<file path="config.mk">
export PLATFORM = sky130hd
export DESIGN_NAME = i2c_slave_responder
export DESIGN_NICKNAME = d
export VERILOG_FILES = /design/src/rtl/i2c_slave_responder.sv
export SDC_FILE = /design/constraint.sdc
export NUM_CORES = 1
export LEC_CHECK = 0
export CELL_PAD_IN_SITES_DETAIL_PLACEMENT = 2
export CELL_PAD_IN_SITES_GLOBAL_PLACEMENT = 2
export CORE_MARGIN = 5
export CORE_UTILIZATION = 48
export DETAILED_ROUTE_END_ITERATION = 16
export GPL_TIMING_DRIVEN = 0
export HOLD_SLACK_MARGIN = 0.03
export PLACE_DENSITY = 0.82
export SLEW_MARGIN = 20
export SYNTH_ARGS = -nofsm -noshare
export SYNTH_HDL_FRONTEND = slang
export SYNTH_SLANG_ARGS = --single-unit
</file>
<file path="constraint.sdc">
create_clock -name clk_i -period 3.6 [get_ports clk_i]
set_input_delay 0.9 -clock clk_i [delete_from_list [all_inputs] [get_ports clk_i]]
set_output_delay 0.9 -clock clk_i [all_outputs]
set_load 0.1 [all_outputs]
</file>
<file path="src/rtl/i2c_slave_responder.sv">
// I2C target with 7-bit address match, auto-incrementing pointer and a small register file.
// Optional `I2C_SLAVE_GENERAL_CALL_EN`: also ACK write-only general call (address byte 0x00).
module i2c_slave_responder #(
  parameter logic [6:0]  I2C_ADDR  = 7'h12,
  parameter int unsigned MEM_DEPTH = 16
) (
  input  logic                         clk_i,
  input  logic                         rst_n_i,
  input  logic                         scl_i,
  input  logic                         sda_i,
  output logic                         sda_o,
  output logic                         busy_o,
  output logic                         rx_valid_o,
  output logic [7:0]                   rx_data_o,
  output logic [$clog2(MEM_DEPTH)-1:0] rx_addr_o
);

  localparam int unsigned PTR_W = $clog2(MEM_DEPTH);

  typedef enum logic [2:0] {
    ST_IDLE     = 3'd0,
    ST_ADDR     = 3'd1,
    ST_ADDR_ACK = 3'd2,
    ST_WR_BYTE  = 3'd3,
    ST_WR_ACK   = 3'd4,
    ST_RD_BYTE  = 3'd5,
    ST_RD_ACK   = 3'd6,
    ST_IGNORE   = 3'd7
  } state_t;

  state_t             r_state, w_state_nxt;
  logic               r_scl_s1, r_scl_s2, r_scl_d;
  logic               r_sda_s1, r_sda_s2, r_sda_d;
  logic [6:0]         r_shift;
  logic [2:0]         r_cnt, w_cnt_nxt;
  logic               r_phase, w_phase_nxt;
  logic               r_first, w_first_nxt;
  logic               r_sda_o, w_sda_nxt;
  logic               r_busy, w_busy_nxt;
  logic [7:0]         r_tx;
  logic [PTR_W-1:0]   r_ptr;
  logic [7:0]         r_mem [MEM_DEPTH];
  logic               r_rx_valid;
  logic [7:0]         r_rx_data;
  logic [PTR_W-1:0]   r_rx_addr;

  logic               w_scl_rise, w_scl_fall, w_start, w_stop;
  logic [7:0]         w_byte, w_mem_rd;
  logic               w_last_bit, w_addr_hit, w_gc_hit;
  logic               w_shift_en, w_ptr_ld, w_ptr_inc, w_mem_we, w_tx_ld;

  // Bus synchronizers; idle-high reset values avoid false edges after reset
  always_ff @(posedge clk_i or negedge rst_n_i) begin
    if (!rst_n_i) begin
      r_scl_s1 <= 1'b1;
      r_scl_s2 <= 1'b1;
      r_scl_d  <= 1'b1;
      r_sda_s1 <= 1'b1;
      r_sda_s2 <= 1'b1;
      r_sda_d  <= 1'b1;
    end else begin
      r_scl_s1 <= scl_i;
      r_scl_s2 <= r_scl_s1;
      r_scl_d  <= r_scl_s2;
      r_sda_s1 <= sda_i;
      r_sda_s2 <= r_sda_s1;
      r_sda_d  <= r_sda_s2;
    end
  end

  assign w_scl_rise = r_scl_s2 & ~r_scl_d;
  assign w_scl_fall = ~r_scl_s2 & r_scl_d;
  assign w_start    = r_scl_s2 & r_scl_d & r_sda_d & ~r_sda_s2;
  assign w_stop     = r_scl_s2 & r_scl_d & ~r_sda_d & r_sda_s2;
  assign w_byte     = {r_shift, r_sda_s2};
  assign w_last_bit = (r_cnt == 3'd7);
  assign w_addr_hit = (w_byte[7:1] == I2C_ADDR);
  assign w_mem_rd   = r_mem[r_ptr];

`ifdef I2C_SLAVE_GENERAL_CALL_EN
  assign w_gc_hit = (w_byte == 8'h00);
`else
  assign w_gc_hit = 1'b0;
`endif

  always_ff @(posedge clk_i or negedge rst_n_i) begin
    if (!rst_n_i) r_state <= ST_IDLE;
    else          r_state <= w_state_nxt;
  end

  // Next state plus datapath strobes; START/STOP take priority over bit activity
  always_comb begin
    w_state_nxt = r_state;
    w_cnt_nxt   = r_cnt;
    w_phase_nxt = r_phase;
    w_first_nxt = r_first;
    w_sda_nxt   = r_sda_o;
    w_busy_nxt  = r_busy;
    w_shift_en  = 1'b0;
    w_ptr_ld    = 1'b0;
    w_ptr_inc   = 1'b0;
    w_mem_we    = 1'b0;
    w_tx_ld     = 1'b0;
    if (w_stop) begin
      w_state_nxt = ST_IDLE;
      w_sda_nxt   = 1'b1;
      w_busy_nxt  = 1'b0;
      w_phase_nxt = 1'b0;
    end else if (w_start) begin
      w_state_nxt = ST_ADDR;
      w_cnt_nxt   = 3'd0;
      w_sda_nxt   = 1'b1;
      w_phase_nxt = 1'b0;
    end else begin
      case (r_state)
        ST_ADDR: begin
          if (w_scl_rise) begin
            w_shift_en = 1'b1;
            w_cnt_nxt  = 3'(r_cnt + 3'd1);
            if (w_last_bit) begin
              w_cnt_nxt   = 3'd0;
              w_phase_nxt = 1'b0;
              if (w_addr_hit || w_gc_hit) begin
                w_state_nxt = ST_ADDR_ACK;
                w_busy_nxt  = 1'b1;
                w_first_nxt = ~w_gc_hit;
              end else begin
                w_state_nxt = ST_IGNORE;
                w_busy_nxt  = 1'b0;
              end
            end
          end
        end
        ST_ADDR_ACK: begin
          // First SCL fall drives ACK, second ends the ACK clock
          if (w_scl_fall) begin
            if (!r_phase) begin
              w_sda_nxt   = 1'b0;
              w_phase_nxt = 1'b1;
            end else begin
              w_phase_nxt = 1'b0;
              if (r_shift[0]) begin
                w_state_nxt = ST_RD_BYTE;
                w_tx_ld     = 1'b1;
                w_sda_nxt   = w_mem_rd[7];
              end else begin
                w_state_nxt = ST_WR_BYTE;
                w_sda_nxt   = 1'b1;
              end
            end
          end
        end
        ST_WR_BYTE: begin
          if (w_scl_rise) begin
            w_shift_en = 1'b1;
            w_cnt_nxt  = 3'(r_cnt + 3'd1);
            if (w_last_bit) begin
              w_cnt_nxt   = 3'd0;
              w_phase_nxt = 1'b0;
              w_state_nxt = ST_WR_ACK;
              w_first_nxt = 1'b0;
              if (r_first) begin
                w_ptr_ld = 1'b1;
              end else begin
                w_mem_we  = 1'b1;
                w_ptr_inc = 1'b1;
              end
            end
          end
        end
        ST_WR_ACK: begin
          if (w_scl_fall) begin
            if (!r_phase) begin
              w_sda_nxt   = 1'b0;
              w_phase_nxt = 1'b1;
            end else begin
              w_sda_nxt   = 1'b1;
              w_phase_nxt = 1'b0;
              w_state_nxt = ST_WR_BYTE;
            end
          end
        end
        ST_RD_BYTE: begin
          if (w_scl_rise) begin
            w_cnt_nxt = 3'(r_cnt + 3'd1);
            if (w_last_bit) begin
              w_cnt_nxt   = 3'd0;
              w_phase_nxt = 1'b0;
              w_ptr_inc   = 1'b1;
              w_state_nxt = ST_RD_ACK;
            end
          end else if (w_scl_fall) begin
            w_sda_nxt = r_tx[3'd7 - r_cnt];
          end
        end
        ST_RD_ACK: begin
          // Release on the fall after bit 8, sample master ACK, reload on the following fall
          if (w_scl_rise) begin
            if (r_sda_s2) w_state_nxt = ST_IGNORE;
            else          w_phase_nxt = 1'b1;
          end else if (w_scl_fall) begin
            if (!r_phase) begin
              w_sda_nxt = 1'b1;
            end else begin
              w_phase_nxt = 1'b0;
              w_tx_ld     = 1'b1;
              w_sda_nxt   = w_mem_rd[7];
              w_state_nxt = ST_RD_BYTE;
            end
          end
        end
        ST_IDLE, ST_IGNORE: begin
          w_sda_nxt = 1'b1;
        end
        default: begin
          w_state_nxt = ST_IDLE;
          w_sda_nxt   = 1'b1;
        end
      endcase
    end
  end

  always_ff @(posedge clk_i or negedge rst_n_i) begin
    if (!rst_n_i) begin
      r_shift    <= '0;
      r_cnt      <= '0;
      r_phase    <= 1'b0;
      r_first    <= 1'b0;
      r_sda_o    <= 1'b1;
      r_busy     <= 1'b0;
      r_tx       <= '0;
      r_ptr      <= '0;
      r_rx_valid <= 1'b0;
      r_rx_data  <= '0;
      r_rx_addr  <= '0;
    end else begin
      r_cnt      <= w_cnt_nxt;
      r_phase    <= w_phase_nxt;
      r_first    <= w_first_nxt;
      r_sda_o    <= w_sda_nxt;
      r_busy     <= w_busy_nxt;
      r_rx_valid <= w_mem_we;
      if (w_shift_en) r_shift <= w_byte[6:0];
      if (w_tx_ld)    r_tx    <= w_mem_rd;
      if (w_ptr_ld)       r_ptr <= w_byte[PTR_W-1:0];
      else if (w_ptr_inc) r_ptr <= r_ptr + PTR_W'(1);
      if (w_mem_we) begin
        r_rx_data <= w_byte;
        r_rx_addr <= r_ptr;
      end
    end
  end

  always_ff @(posedge clk_i or negedge rst_n_i) begin
    if (!rst_n_i)      r_mem <= '{default: '0};
    else if (w_mem_we) r_mem[r_ptr] <= w_byte;
  end

  assign sda_o      = r_sda_o;
  assign busy_o     = r_busy;
  assign rx_valid_o = r_rx_valid;
  assign rx_data_o  = r_rx_data;
  assign rx_addr_o  = r_rx_addr;

endmodule

</file>
# After elaboration in Yosys (flattened, before gate mapping)

Index checks and enable logic that the tools add are counted.
Widths: inputs -> output; s select.

$add $sub $neg: 3
Order comparisons: 3
Equality and inequality tests: 36
Multiplexer cells: 95
Bitwise operators: 14
Reduce and logical (&&, ||, !) cells: 22

Operator list:

| operator           | count |
|---|---|
| $bwmux 128         | 1 |
| $mux 3             | 22 |
| $mux 1             | 58 |
| $ne 4x4->1 const B | 14 |
| $bmux 8 s4         | 1 |
| $demux 8 s4        | 1 |
| $mux 8             | 3 |
| $ne 5x5->1 const B | 4 |
| $pmux 3 s6         | 1 |
| $eq 3x3->1 const B | 5 |
| $reduce_and 14->1  | 1 |
| $reduce_bool 2->1  | 7 |
| $ne 4x1->1 const B | 3 |
| $ne 2x2->1 const B | 5 |
| $mux 4             | 2 |
| $reduce_and 8->1   | 1 |
| $reduce_bool 8->1  | 1 |
| $and 1x1->1        | 7 |
| $eq 7x5->1 const B | 1 |
| $reduce_and 7->1   | 1 |
| $reduce_bool 7->1  | 1 |
| $eq 3x2->1 const B | 2 |
| $not 1->1          | 6 |
| $pmux 1 s2         | 3 |
| 20 further kinds   | 22 |

Register bits: 176
Output and inout bits: 15
Logic and storage cells: 207

# Longest topological paths before layout

Gate-level depths: netlist (run 1).

Word-level depth: 10
Mapped depth: 9

# Worst setup path after synthesis (run 1)

No wires, ideal clock.

Path type: register to register
From: register r_cnt[0]
To: register r_mem[120] in the netlist's numbering
Library setup time: 128 ps
Arrival time: 2252 ps
Data required time: 3472 ps
Setup slack: 1221 ps
Stages on the path, launching flop included: 9
Clock period less this slack: 2379 ps
Path through: dfrtp_1 ha_1 ha_1 nand4b_4 a2111o_1 buf_2 nor3_4 nand2_2 mux2_1

Word-level cells in the longest chain between the ends: 6

RTL lines:

| item                           | line | source |
|---|---|---|
| start: declaration             | 35   | `logic [2:0] r_cnt, w_cnt_nxt;` |
| start signal: assignment       | 237  | `r_cnt <= w_cnt_nxt;` |
| $eq 3x3->1                     | 76   | `assign w_last_bit = (r_cnt == 3'd7);` |
| $mux 1                         | 157  | `if (w_last_bit) begin` |
| $mux 1                         | 154  | `if (w_scl_rise) begin` |
| $mux 1                         | 115  | `case (r_state)` |
| $mux 1                         | 109  | `end else if (w_start) begin` |
| $mux 1                         | 104  | `if (w_stop) begin` |
| end signal: indexed assignment | 256  | `else if (w_mem_we) r_mem[r_ptr] <= w_byte;` |
| end: declaration               | 42   | `logic [7:0] r_mem [MEM_DEPTH];` |

Every way passes these cells.
A chain may end at the register's enable or synchronous reset.

# Final worst setup path (run 1)

From: register r_ptr[1]
To: register r_tx[4]

Word-level cells in the longest chain between the ends: 4

RTL lines:

| item                                      | line | source |
|---|---|---|
| start: declaration                        | 41   | `logic [PTR_W-1:0] r_ptr;` |
| start signal: assignment                  | 245  | `if (w_ptr_ld) r_ptr <= w_byte[PTR_W-1:0];` |
| start signal: assignment                  | 246  | `else if (w_ptr_inc) r_ptr <= r_ptr + PTR_W'(1);` |
| $not 4->5 (implied by the code)           | 78   | `assign w_mem_rd = r_mem[r_ptr];` |
| $bmux 8 s4                                | 78   |  |
| $mux 8 (implied by the code) (2 in a row) | 78   |  |
| end signal: assignment                    | 244  | `if (w_tx_ld) r_tx <= w_mem_rd;` |
| end: declaration                          | 40   | `logic [7:0] r_tx;` |

Every way passes these cells. The select of a mux whose other input is x is not followed.

==> impl_metrics.toml, run 1 <==
[global_routing]
overflow = 0
grt_pass1_vias = 6405
track_usage = 0.266
grt_max_degree = 104
antenna_found_initial = 3
grt_pass1_wl_um = 39900

[logic_synthesis]
synth_cell_types = 59
synthCells = 615
synthArstFlopShare = 1.00
synth_fp_nets = 628
synth_seq_cells = 176
synth-seq-area-share = 0.522
synth_edf_count = 0
avgSynthCellArea_um2 = 13.7
ys.flop_type = "dfrtp_1"
ys_warn_count = 0
syn_area_um2 = 8460

[final_layout]
num_antenna_cells = 0
multiInputGateArea_um2 = 3800
regArea_um2 = 4410
drive_above_1_share = 0.362
nets = 666
final_common_cell = "dfrtp_1"
area_growth_pct = 13.1
nFillCells = 1543
final_cell_mix = "dfrtp_1, mux2_2, nand2_1"

[sta]
fin_crit_ns = 3.06
rsz0062_at_grt = "no"
fin_crit_sh = 0.850
skew_ns = 0.00874
hold_violations = 0
drv_slew = 0
worst_slew_margin_rel = 0.306
setup_viol = 0
final.setup.tns_ns = 0
hold_ws_ns = 0.357
worstMarginPinSlew_ns = 1.04
clock.fmax_mhz = 327

[floorplanning]
start_util = 0.489
die_area_um2 = 20400
rows = 48
ios = 19
core_um2 = 17300
die_y_um = 143
die_w_um = 143

[cts]
worstSkewPairLatency_ns = 0.44
cts.repair.resized = 0
cts_setup_buffers = 0
clock-root-buffer = "clkbuf_16"
tritoncts = "yes"
hold_buffers = 0
numCtsBuffers = 17
clkTransAtPathRegs_ns = 0.07
clkSinkCount = 176
cts_buffer_depth = 2
h-tree-depth = 4

[pwr]
powerDensity_nw_per_um2 = 558
peakVddDrop_v = 0.000417
p_leak_nw = 4.59

[worst_setup_path]
cp_max_fo = 10
end_kind = "register"
arrival_ns = 3.37
criticalPathCategory = "reg2reg"
worst_ep_required_time_ns = 3.91
critPathLaunchType = "register"

[route]
drtAntennaViolNets = 0
drtIter0Drc = 243
finalWirelength_um = 25400
dr_total_vias = 5498
wire_per_inst_um = 28.6
drt_pass1_iterations = 4
via_per_inst = 6.17
drc = 0

[worst_hold_path]
hold_path_class = "reg2reg"

[outcome]
status = "finished, final reports clean"

[placed_design]
hpwl_um = 17600
io_buffers = 18
gp_congestion = 0.858

[job]
drv_cap = 0
[cells by family (layout without fill, tap and decap cells)]
| family | Yosys count | count (layout) | share of synthesized area |
|---|---|---|---|
| multiplexers | 189 | 189 | 0.302 |
| flip-flops | 176 | 176 | 0.522 |
| AND/OR/NAND/NOR | 108 | 108 | 0.0758 |
| AO/OA/AOI/OAI | 73 | 73 | 0.0555 |
| buffers and inverters | 58 | 109 | 0.0290 |
| adder cells (fa/ha/maj) | 9 | 9 | 0.0133 |
| XOR/XNOR | 2 | 2 | 0.00207 |
[through the flow]
step           instances  utilization  area (um2)  worst slack (ns)  power (mW)
6_report             891        0.553        9560             0.541        5.34
5_1_grt              891        0.553        9560             0.474        5.57
3_3_place_gp         858        0.516        8920             -5.22        3.32
4_1_cts              891        0.553        9560             0.564        5.37
2_1_floorplan        615            -        8460              1.22        2.98
3_5_place_dp         859        0.517        8950             0.597        3.43
[worst paths after layout]
| kind | end | slack (ns) | from | cells past startpoint |
|---|---|---|---|---|
| max | r_tx[4] | 0.54 | r_ptr[1] | 5 |
| min | r_scl_s2 | 0.36 | r_scl_s1 | 0 |
| max reg2reg | r_tx[4] | 0.54 | r_ptr[1] | 5 |
| min reg2reg | r_scl_s2 | 0.36 | r_scl_s1 | 0 |
| max in group asynchronous | r_mem[36] | 2.24 | rst_n_i | 2 |
| min in group asynchronous | rx_data_o[4] | 0.51 | rst_n_i | 1 |
[sequential cells by signal, summed over array words and instances, names as in the netlist, 3 cells and up]
name / count
r_mem: 128
r_state: 3
r_cnt: 3
r_ptr: 4
r_shift: 7
r_tx: 8
rx_addr_o: 4
rx_data_o: 8
[synth_stat cells, types with 3 or more instances]
cell        n  share of area
dfrtp_1   169           0.50
mux2_2    122           0.16
nand2_1    43          0.019
mux4_2     39           0.10
clkbuf_1   28          0.012
a21oi_1    20          0.012
mux2_1     20          0.027
o21ai_0    18          0.011
inv_1      13         0.0058
buf_2      10         0.0059
ha_1        9          0.013
nand3_1     9         0.0053
nor2_1      9         0.0040
mux2i_1     8         0.0095
nand2_2     8         0.0059
nand2_4     8          0.011
dfstp_2     7          0.022
nor3_1      7         0.0041
a31oi_1     5         0.0037
and3_1      5         0.0037
o211ai_1    5         0.0044
nand2b_1    4         0.0030
o22ai_1     4         0.0030
o31ai_1     3         0.0027
[layout make-up]
type                    count  share of cell area
flip-flops and latches    176               0.461
multi-input cells         381               0.397
clock buffers              20              0.0488
well taps                 225              0.0294
repair buffers             19              0.0222
plain buffers              43              0.0198
clock inverters            12              0.0154
inverters                  15             0.00589
[power breakdown]
group | internal [mW] | switching [mW]
Sequential | 2.06 | 0.0848
Combinational | 0.395 | 0.866
Clock | 1.09 | 0.837
Total | 3.55 | 1.79
[worst max-delay path, stage by stage (launching register included)]
cell,delay [ns]
dfrtp_1,0.38
clkbuf_1,0.53
clkbuf_1,0.73
mux4_2,0.47
mux4_2,0.53
mux2_2,0.29
[routing by layer]
metal | vias up | global-route usage | part of all wire
li1 | 2346 | - | -
met1 | 3018 | 0.338 | 0.42
met2 | 98 | 0.462 | 0.53
met3 | 30 | 0.0476 | 0.033
met4 | 6 | 0.0870 | 0.021
met5 | - | 0 | 0.0014
(Power assumes the default switching activity.)
==> run 2: changes to the inputs <==
- CORE_UTILIZATION: 48 -> 45
- PLACE_DENSITY: 0.82 -> 0.77
- clock period: 3.6 -> 3.15 ns (I/O delays scaled with it)
==> impl_metrics.toml, run 2 (synthesized netlist as in run 1, its figures left out) <==
[outcome]
status = "finished, final reports clean"

[worst_setup_path]
critPathLaunchType = "register"
cp_max_fo = 10
criticalPathCategory = "reg2reg"
end_kind = "register"
worst_ep_required_time_ns = 3.47
arrival_ns = 3.37

[job]
drv_cap = 0

[route]
drc = 0
wire_per_inst_um = 26.2
dr_total_vias = 5323
drt_pass1_iterations = 4
finalWirelength_um = 23600
drtIter0Drc = 224
drtAntennaViolNets = 0
via_per_inst = 5.91

[final_layout]
multiInputGateArea_um2 = 3800
largest_reg_flops = 128
nFillCells = 1754
regArea_um2 = 4410
final_common_cell = "dfrtp_1"
final_cell_mix = "dfrtp_1, mux2_2, nand2_1"
area_growth_pct = 12.6
regMostFlops = "r_mem"
nets = 666
final_cells = 900
num_antenna_cells = 0
final_area_um2 = 9520
drive_above_1_share = 0.360
fin_util = 0.512

[cts]
cts.repair.resized = 0
tritoncts = "yes"
numCtsBuffers = 17
clkSinkCount = 176
worstSkewPairLatency_ns = 0.44
cts_buffer_depth = 2
clkTransAtPathRegs_ns = 0.07
cts_setup_buffers = 0
h-tree-depth = 4
hold_buffers = 0
clock-root-buffer = "clkbuf_16"

[sta]
worst_slew_margin_rel = 0.269
fin_crit_sh = 0.969
hold_ws_ns = 0.325
rsz0062_at_grt = "no"
postLayoutSetupSlackWorst_ns = 0.0961
hold_violations = 0
worstMarginPinSlew_ns = 1.09
clock.fmax_mhz = 327
fin_crit_ns = 3.05
drv_slew = 0
skew_ns = 0.0132
setup_viol = 0

[pwr]
p_leak_nw = 4.55
clockPowerShare = 0.347
seqPwrFrac = 0.417
powerDensity_nw_per_um2 = 618
internal-power_mw = 3.88
p_comb_frac = 0.237
switching_share = 0.341
peakVddDrop_v = 0.000362
p_switching_mw = 2.00

[global_routing]
grt_pass1_vias = 6153
track_usage = 0.228
overflow = 0
grt_pass1_wl_um = 37200
antenna_found_initial = 1
grt_max_degree = 96

[floorplanning]
die_y_um = 147
start_util = 0.455
rows = 50
ios = 19
core_um2 = 18600
die_area_um2 = 21600
die_w_um = 147

[placed_design]
place_area_um2 = 8960
hpwl_um = 16300
dp_cells = 868
gp_congestion = 0.806
io_buffers = 18
post-place-ws_ns = 0.166

[worst_hold_path]
hold_path_class = "in2async"
## run 2: path summary, 6_finish.rpt
path                          start        end  slack [ns]  cells after the start
setup / recovery           r_ptr[1]    r_tx[6]         0.1                      5
max in group asynchronous   rst_n_i  r_mem[26]        1.89                      2
min in group clk_i         r_sda_s1   r_sda_s2        0.36                      0
hold reg to reg            r_sda_s1   r_sda_s2        0.36                      0
setup reg to reg           r_ptr[1]    r_tx[6]         0.1                      5
hold / removal              rst_n_i  r_mem[78]        0.33                      1
## run 2: area by class of cell
cell class / instances / share of cell area
well taps: 234 / 0.0308
flip-flops and latches: 176 / 0.464
repair buffers: 19 / 0.0223
inverters: 15 / 0.00591
multi-input cells: 381 / 0.399
clock buffers: 20 / 0.0480
clock inverters: 12 / 0.0106
plain buffers: 43 / 0.0198
## run 2: per-stage QoR
stage / setup TNS [ns] / power (mW)
4_1_cts: 0 / 5.94
5_1_grt: 0 / 6.17
6_report: 0 / 5.88
3_5_place_dp: 0 / 3.88
2_1_floorplan: 0 / 3.41
3_3_place_gp: -983.10 / 3.80
## run 2: power by group through the flow
stage | sequential (mW) | clock [mW] | combinational, mW
2_1_floorplan | 2.53 | 0 | 0.878
3_3_place_gp | 2.49 | 0 | 1.32
6_report | 2.45 | 2.04 | 1.39
5_1_grt | 2.46 | 2.18 | 1.53
4_1_cts | 2.45 | 2.08 | 1.41
3_5_place_dp | 2.49 | 0 | 1.39
## run 2: layer usage
layer,wire (um),up-vias,track usage,share of wire
li1,-,2348,-,-
met1,10500,2879,0.296,0.45
met2,12100,71,0.396,0.51
met3,611,23,0.0438,0.026
met4,337,2,0.0545,0.014
met5,11,-,0,0.00047
## run 2: worst max-delay path, stage by stage (launching register included)
cell	delay (ns)
dfrtp_1	0.39
clkbuf_1	0.52
clkbuf_1	0.72
mux4_2	0.48
mux4_2	0.52
mux2_2	0.30
